File: src/rtl/exu_decode_pipe.sv
// RV32IM decode stage: a DEPTH-entry instruction queue feeding a registered
// decoder, with valid/ready handshakes on both sides and a pipeline flush.
module exu_decode_pipe #(
    parameter int XLEN     = 32,
    parameter int PC_SIZE  = 32,
    parameter int DEPTH    = 4,
    parameter int ENABLE_M = 1
) (
    input  logic                     clk,
    input  logic                     rst,
    input  logic                     i_valid,
    output logic                     i_ready,
    input  logic [31:0]              i_instr,
    input  logic [PC_SIZE-1:0]       i_pc,
    input  logic                     i_prdt_taken,
    input  logic                     flush,
    output logic                     o_valid,
    input  logic                     o_ready,
    output logic                     o_rs1en,
    output logic                     o_rs2en,
    output logic                     o_rdwen,
    output logic [4:0]               o_rs1idx,
    output logic [4:0]               o_rs2idx,
    output logic [4:0]               o_rdidx,
    output logic [XLEN-1:0]          o_imm,
    output logic [PC_SIZE-1:0]       o_pc,
    output logic                     o_prdt_taken,
    output logic [2:0]               o_grp,
    output logic                     o_bjp,
    output logic                     o_jal,
    output logic                     o_jalr,
    output logic                     o_bxx,
    output logic                     o_illegal,
    output logic [$clog2(DEPTH):0]   o_count
);

    localparam int AW = $clog2(DEPTH);
    localparam int CW = AW + 1;

    localparam logic [6:0] OPC_LUI    = 7'b0110111;
    localparam logic [6:0] OPC_AUIPC  = 7'b0010111;
    localparam logic [6:0] OPC_JAL    = 7'b1101111;
    localparam logic [6:0] OPC_JALR   = 7'b1100111;
    localparam logic [6:0] OPC_BRANCH = 7'b1100011;
    localparam logic [6:0] OPC_LOAD   = 7'b0000011;
    localparam logic [6:0] OPC_STORE  = 7'b0100011;
    localparam logic [6:0] OPC_OPIMM  = 7'b0010011;
    localparam logic [6:0] OPC_OP     = 7'b0110011;

    typedef enum logic [2:0] {
        GRP_ALU    = 3'd0,
        GRP_BJP    = 3'd1,
        GRP_AGU    = 3'd2,
        GRP_MULDIV = 3'd3,
        GRP_ILL    = 3'd7
    } grp_e;

    typedef struct packed {
        logic            rs1en;
        logic            rs2en;
        logic            rdwen;
        logic [4:0]      rs1idx;
        logic [4:0]      rs2idx;
        logic [4:0]      rdidx;
        logic [XLEN-1:0] imm;
        grp_e            grp;
        logic            jal;
        logic            jalr;
        logic            bxx;
        logic            illegal;
    } dec_t;

    // ------------------------------------------------------------------
    // Instruction queue
    // ------------------------------------------------------------------
    logic [31:0]        instr_mem [DEPTH];
    logic [PC_SIZE-1:0] pc_mem    [DEPTH];
    logic               prdt_mem  [DEPTH];

    logic [AW-1:0] wr_ptr_q, wr_ptr_d;
    logic [AW-1:0] rd_ptr_q, rd_ptr_d;
    logic [CW-1:0] count_q, count_d;

    logic full, empty, push, load;
    logic valid_q;

    assign full    = (count_q == CW'(DEPTH));
    assign empty   = (count_q == '0);
    assign i_ready = !full && !rst && !flush;
    assign push    = i_valid && i_ready;
    // Pop and output-register load are the same event; flush and reset win.
    assign load    = !empty && (!valid_q || o_ready) && !rst && !flush;

    always_ff @(posedge clk) begin
        // NOTE: queue storage has no reset; the pointers and count do, so a
        // stale slot is never presented as a valid entry.
        if (push) begin
            instr_mem[wr_ptr_q] <= i_instr;
            pc_mem[wr_ptr_q]    <= i_pc;
            prdt_mem[wr_ptr_q]  <= i_prdt_taken;
        end
    end

    always_comb begin
        wr_ptr_d = wr_ptr_q;
        rd_ptr_d = rd_ptr_q;
        count_d  = count_q;
        if (flush) begin
            wr_ptr_d = '0;
            rd_ptr_d = '0;
            count_d  = '0;
        end else begin
            if (push) wr_ptr_d = wr_ptr_q + AW'(1);
            if (load) rd_ptr_d = rd_ptr_q + AW'(1);
            count_d = count_q + CW'(push) - CW'(load);
        end
    end

    always_ff @(posedge clk) begin
        // NOTE: reset is synchronous; rst only takes effect on a rising edge.
        if (rst) begin
            wr_ptr_q <= '0;
            rd_ptr_q <= '0;
            count_q  <= '0;
        end else begin
            wr_ptr_q <= wr_ptr_d;
            rd_ptr_q <= rd_ptr_d;
            count_q  <= count_d;
        end
    end

    // ------------------------------------------------------------------
    // Decode of the queue head
    // ------------------------------------------------------------------
    logic [31:0] ins;
    logic [6:0]  opcode;
    logic [6:0]  funct7;
    logic [2:0]  funct3;
    logic [31:0] imm_i, imm_s, imm_b, imm_u, imm_j;

    assign ins    = instr_mem[rd_ptr_q];
    assign opcode = ins[6:0];
    assign funct3 = ins[14:12];
    assign funct7 = ins[31:25];

    assign imm_i = {{20{ins[31]}}, ins[31:20]};
    assign imm_s = {{20{ins[31]}}, ins[31:25], ins[11:7]};
    assign imm_b = {{19{ins[31]}}, ins[31], ins[7], ins[30:25], ins[11:8], 1'b0};
    assign imm_u = {ins[31:12], 12'b0};
    assign imm_j = {{11{ins[31]}}, ins[31], ins[19:12], ins[20], ins[30:21], 1'b0};

    logic        legal;
    grp_e        grp;
    logic        rs1en, rs2en, rdwen, jal, jalr, bxx;
    logic [31:0] imm32;
    dec_t        dec_d, dec_q;

    always_comb begin
        legal = 1'b0;
        grp   = GRP_ALU;
        rs1en = 1'b0;
        rs2en = 1'b0;
        rdwen = 1'b0;
        jal   = 1'b0;
        jalr  = 1'b0;
        bxx   = 1'b0;
        imm32 = '0;
        case (opcode)
            OPC_LUI, OPC_AUIPC: begin
                legal = 1'b1;
                rdwen = 1'b1;
                imm32 = imm_u;
            end
            OPC_JAL: begin
                legal = 1'b1;
                grp   = GRP_BJP;
                jal   = 1'b1;
                rdwen = 1'b1;
                imm32 = imm_j;
            end
            OPC_JALR: begin
                legal = (funct3 == 3'b000);
                grp   = GRP_BJP;
                jalr  = 1'b1;
                rs1en = 1'b1;
                rdwen = 1'b1;
                imm32 = imm_i;
            end
            OPC_BRANCH: begin
                legal = !(funct3 inside {3'b010, 3'b011});
                grp   = GRP_BJP;
                bxx   = 1'b1;
                rs1en = 1'b1;
                rs2en = 1'b1;
                imm32 = imm_b;
            end
            OPC_LOAD: begin
                legal = funct3 inside {3'b000, 3'b001, 3'b010, 3'b100, 3'b101};
                grp   = GRP_AGU;
                rs1en = 1'b1;
                rdwen = 1'b1;
                imm32 = imm_i;
            end
            OPC_STORE: begin
                legal = funct3 inside {3'b000, 3'b001, 3'b010};
                grp   = GRP_AGU;
                rs1en = 1'b1;
                rs2en = 1'b1;
                imm32 = imm_s;
            end
            OPC_OPIMM: begin
                // Shift-immediates reuse imm[11:5] as a function qualifier.
                case (funct3)
                    3'b001:  legal = (funct7 == 7'b0000000);
                    3'b101:  legal = (funct7 == 7'b0000000) || (funct7 == 7'b0100000);
                    default: legal = 1'b1;
                endcase
                rs1en = 1'b1;
                rdwen = 1'b1;
                imm32 = imm_i;
            end
            OPC_OP: begin
                rs1en = 1'b1;
                rs2en = 1'b1;
                rdwen = 1'b1;
                if (funct7 == 7'b0000000) begin
                    legal = 1'b1;
                end else if (funct7 == 7'b0100000) begin
                    legal = (funct3 == 3'b000) || (funct3 == 3'b101);
                end else if ((funct7 == 7'b0000001) && (ENABLE_M != 0)) begin
                    legal = 1'b1;
                    grp   = GRP_MULDIV;
                end
            end
            default: legal = 1'b0;
        endcase

        dec_d        = '0;
        dec_d.rs1idx = ins[19:15];
        dec_d.rs2idx = ins[24:20];
        dec_d.rdidx  = ins[11:7];
        if (legal) begin
            dec_d.rs1en = rs1en;
            dec_d.rs2en = rs2en;
            dec_d.rdwen = rdwen && (ins[11:7] != 5'd0);
            dec_d.imm   = XLEN'(signed'(imm32));
            dec_d.grp   = grp;
            dec_d.jal   = jal;
            dec_d.jalr  = jalr;
            dec_d.bxx   = bxx;
        end else begin
            dec_d.illegal = 1'b1;
            dec_d.grp     = GRP_ILL;
        end
    end

    // ------------------------------------------------------------------
    // Output register: holds while o_valid && !o_ready
    // ------------------------------------------------------------------
    logic [PC_SIZE-1:0] pc_q;
    logic               prdt_q;

    always_ff @(posedge clk) begin
        if (rst) begin
            valid_q <= 1'b0;
            dec_q   <= '0;
            pc_q    <= '0;
            prdt_q  <= 1'b0;
        end else if (flush) begin
            valid_q <= 1'b0;
        end else if (load) begin
            valid_q <= 1'b1;
            dec_q   <= dec_d;
            pc_q    <= pc_mem[rd_ptr_q];
            prdt_q  <= prdt_mem[rd_ptr_q];
        end else if (o_ready) begin
            valid_q <= 1'b0;
        end
    end

    assign o_valid      = valid_q;
    assign o_rs1en      = dec_q.rs1en;
    assign o_rs2en      = dec_q.rs2en;
    assign o_rdwen      = dec_q.rdwen;
    assign o_rs1idx     = dec_q.rs1idx;
    assign o_rs2idx     = dec_q.rs2idx;
    assign o_rdidx      = dec_q.rdidx;
    assign o_imm        = dec_q.imm;
    assign o_pc         = pc_q;
    assign o_prdt_taken = prdt_q;
    assign o_grp        = dec_q.grp;
    assign o_jal        = dec_q.jal;
    assign o_jalr       = dec_q.jalr;
    assign o_bxx        = dec_q.bxx;
    assign o_bjp        = dec_q.jal | dec_q.jalr | dec_q.bxx;
    assign o_illegal    = dec_q.illegal;
    assign o_count      = count_q;

endmodule

File: config.mk
export PLATFORM = sky130hd
export DESIGN_NAME = exu_decode_pipe
export DESIGN_NICKNAME = d
export VERILOG_FILES = /design/src/rtl/exu_decode_pipe.sv
export SDC_FILE = /design/constraint.sdc
export NUM_CORES = 1
export LEC_CHECK = 0
export CAP_MARGIN = 25
export CORE_ASPECT_RATIO = 1.2
export CORE_MARGIN = 2
export CORE_UTILIZATION = 25
export CTS_CLUSTER_DIAMETER = 80
export CTS_CLUSTER_SIZE = 30
export DETAILED_ROUTE_END_ITERATION = 12
export PLACE_DENSITY_LB_ADDON = 0.1
export SLEW_MARGIN = 40
export SYNTH_ARGS = -nofsm -noshare
export SYNTH_HDL_FRONTEND = slang
export SYNTH_SLANG_ARGS = --single-unit
File: constraint.sdc
create_clock -name clk -period 7.9 [get_ports clk]
set_input_delay 1.58 -clock clk [delete_from_list [all_inputs] [get_ports clk]]
set_output_delay 1.58 -clock clk [all_outputs]
set_load 0.05 [all_outputs]
==> metrics.cfg <==
[yosys]
synthDistinctLibCells = 56
yosysSeqAreaShare_pct = 72.4
yosysTopAreaCell = edfxtp_1
synth_top_area_share_pct = 57.8
synth_area_per_cell_um2 = 16.5
ys_ff_latch = 359
synth_async_sr_flop_share_pct = 0
synth_flop_cell = edfxtp_1
synthesis.instances = 819
synth_warnings = 0
synth_enable_flop_cells = 260
syn_nets = 896
synth.area.top_cells = edfxtp_1 (58%), dfxtp_1 (15%), mux4_2 (10%)
syn_area_um2 = 13500

[clocking]
cts_tree = yes
postCtsSetupRepairBufs = 0
clk_pin_slew_ps = 90
postCtsHoldBufs = 0
clockBufferDepth = 3
cts_resized = 0
htree_levels = 1
ctsRootBufferMaster = clkbuf_16
cts_inserted_buffers = 24
clock_latency_ps = 570
cts.sinks = 359

[routing]
drtAntennaViolNets = 0
drt_iter0_drc = 372
wl_per_cell_um = 20.8
met1_length_um = 15500
top_layer = met5
wl_met2_um = 17900
wl_met3_um = 1450
firstDrtPassIters = 5
totalWireLength_um = 35400
num_vias = 7548
via_per_inst = 4.43
drcViolationCount = 0

[sta]
worst_pin_slew_ps = 784
skew_ps = 25.6
setup_viol = 0
fin_setup_tns_ps = 0
period_share_pct = 67.4
slew_headroom_pct = 47.2
clock.fmax_mhz = 188
drv_slew = 0
hold_viol_final = 0
holdWs_ps = 458
post-route-min-period_ps = 5330
rsz0062_at_grt = false

[pwr]
ir_drop_uv = 117
power_density_nw_per_um2 = 212
p_leak_nw = 5.29

[floorplanning]
start_util_pct = 25.3
core-area_um2 = 53500
rows = 93
die-area_um2 = 55900
chipWidth_um = 216
die_y_um = 259
io_pins = 166

[placement]
hpwlAfterDp_um = 22000
gp_congestion = 0.736
port_buffers = 165

[grt]
antenna_found_initial = 2
grt_max_degree = 58
grt.total_usage_pct = 12.6
grt_pass1_vias = 8155
overflow = 0
grt_pass1_wl_um = 53400

[setup_path]
critical_path.max_stage_delay_ps = 930
crit_family = buffers and inverters
cp_slowest_cell = clkdlybuf4s50_1
reg2reg_to = o_grp[0]
endpoint_kind = output pin
cp_max_fo = 9
startpoint_type = input pin
crit_required_ps = 6320
path_common_cell = clkdlybuf4s50_1
rr_worst_depth = 8
rrSetupSlack_ps = 4160
path_buf_inv = 2
path_class = input pin to output pin
cp_data_arrival_time_ps = 3750
crit_chain = clkdlybuf4s50_1 -> or2_2 -> a21oi_1 -> clkdlybuf4s50_1

[min_path]
hp-start = o_pc[27]
min_path_cells = 2
worstHoldPathType = register to register
min_to = o_pc[27]

[final_layout]
final-seq-area_um2 = 9790
layout_commonest_cell = edfxtp_1
drive_gt1_share_pct = 14.3
fillers = 5333
nets = 1051
multi_input_area_um2 = 3470
layout_common_cells = edfxtp_1 (260), clkdlybuf4s50_1 (164), nand2_1 (108), dfxtp_1 (96), mux4_2 (61)
area_delta_synth_final_pct = 24.8
antenna_cells = 0

[job]
drv_cap = 0

[status]
outcome = finished clean

## worst register-to-register path: cells and delay by family, from the launching register on
| kind | cells | cell delay, ps |
|---|---|---|
| AO/OA/AOI/OAI | 3 | 680 |
| buffers and inverters | 2 | 890 |
| flip-flops | 1 | 740 |
| multiplexers | 1 | 660 |
| AND/OR/NAND/NOR | 2 | 630 |
## sequential cells by signal, summed over array words and instances (netlist names), named ones only
register / flops
o_rs1en: 1
o_rs2idx: 5
rd_ptr_q: 2
o_prdt_taken: 1
o_count: 3
wr_ptr_q: 2
o_grp: 3
o_rs2en: 1
instr_mem: 128
prdt_mem: 4
o_bxx: 1
o_rs1idx: 5
o_pc: 32
o_valid: 1
pc_mem: 128
o_imm: 32
o_jalr: 1
o_rdidx: 5
o_rdwen: 1
o_jal: 1
## how the worst max path moves through the flow
stage                from  slack, ps  cells after the start         endpoint
floorplan             rst       2660                      5  instr_mem[0][0]
global placement    flush       2660                      4          i_ready
detailed placement  flush       2560                      4          i_ready
CTS                 flush       2550                      4          i_ready
global route        flush       2470                      4          i_ready
finish              flush       2570                      4          i_ready
## kinds of logic (layout without fill, tap and decap cells)
logic type,Yosys count,in the layout,share of synthesized area (%)
AO/OA/AOI/OAI,137,137,7.21
XOR/XNOR,6,6,0.389
adder cells (fa/ha/maj),7,7,0.704
buffers and inverters,65,238,2.13
flip-flops,359,359,72.4
multiplexers,68,68,11.2
AND/OR/NAND/NOR,177,177,5.96
## area by class of cell
cell class	instances	share of cell area [%]
Timing Repair Buffer	180	10.6
Clock buffer	26	3.73
Multi-Input combinational cell	395	20.6
Inverter	14	0.312
Tap cell	712	5.28
Clock inverter	18	1.45
Sequential cell	359	58.1
## per-layer routing
layer / global-route usage, % / up-vias
met5: 0 / -
met4: 2.93 / 2
met3: 2.04 / 34
met2: 22.5 / 154
met1: 15.9 / 3862
li1: - / 3496
## synthesized netlist by cell type, types with 3 or more instances
| master | number |
|---|---|
| edfxtp_1 | 260 |
| nand2_1 | 108 |
| dfxtp_1 | 99 |
| mux4_2 | 61 |
| a21oi_1 | 56 |
| clkbuf_1 | 32 |
| a32o_1 | 28 |
| nor2_1 | 20 |
| a22o_1 | 15 |
| inv_1 | 14 |
| and3_1 | 12 |
| buf_2 | 11 |
| o21ai_0 | 10 |
| a21o_1 | 7 |
| and2_1 | 7 |
| ha_1 | 6 |
| a21o_2 | 4 |
| mux4_1 | 4 |
| nand3_1 | 4 |
| a31oi_1 | 3 |
| buf_1 | 3 |
| buf_6 | 3 |
| nand3b_1 | 3 |
| nand4_1 | 3 |
| o31ai_1 | 3 |
| xnor2_1 | 3 |
| xor2_1 | 3 |
## per-stage QoR
| stage | setup slack (ps) | power [mW] | cell area, µm² | cells | utilization, % |
|---|---|---|---|---|---|
| after detailed placement | 2560 | 2.22 | 16000 | 1660 | 29.9 |
| after CTS | 2550 | 3.65 | 16900 | 1704 | 31.5 |
| final | 2570 | 3.58 | 16900 | 1704 | 31.5 |
| after global placement | 2660 | 2.22 | 15900 | 1658 | 29.8 |
| after global routing | 2470 | 3.72 | 16900 | 1704 | 31.5 |
| after floorplan | 2660 | 2.14 | 13500 | 819 | - |
## report_power, final
group | total (mW) | internal (mW) | switching, mW
combinational | 0.135 | 0.0578 | 0.0768
clock | 1.41 | 0.663 | 0.742
sequential | 2.04 | 2.03 | 0.00499
total | 3.58 | 2.75 | 0.824
Power figures use the tool's default switching activity.
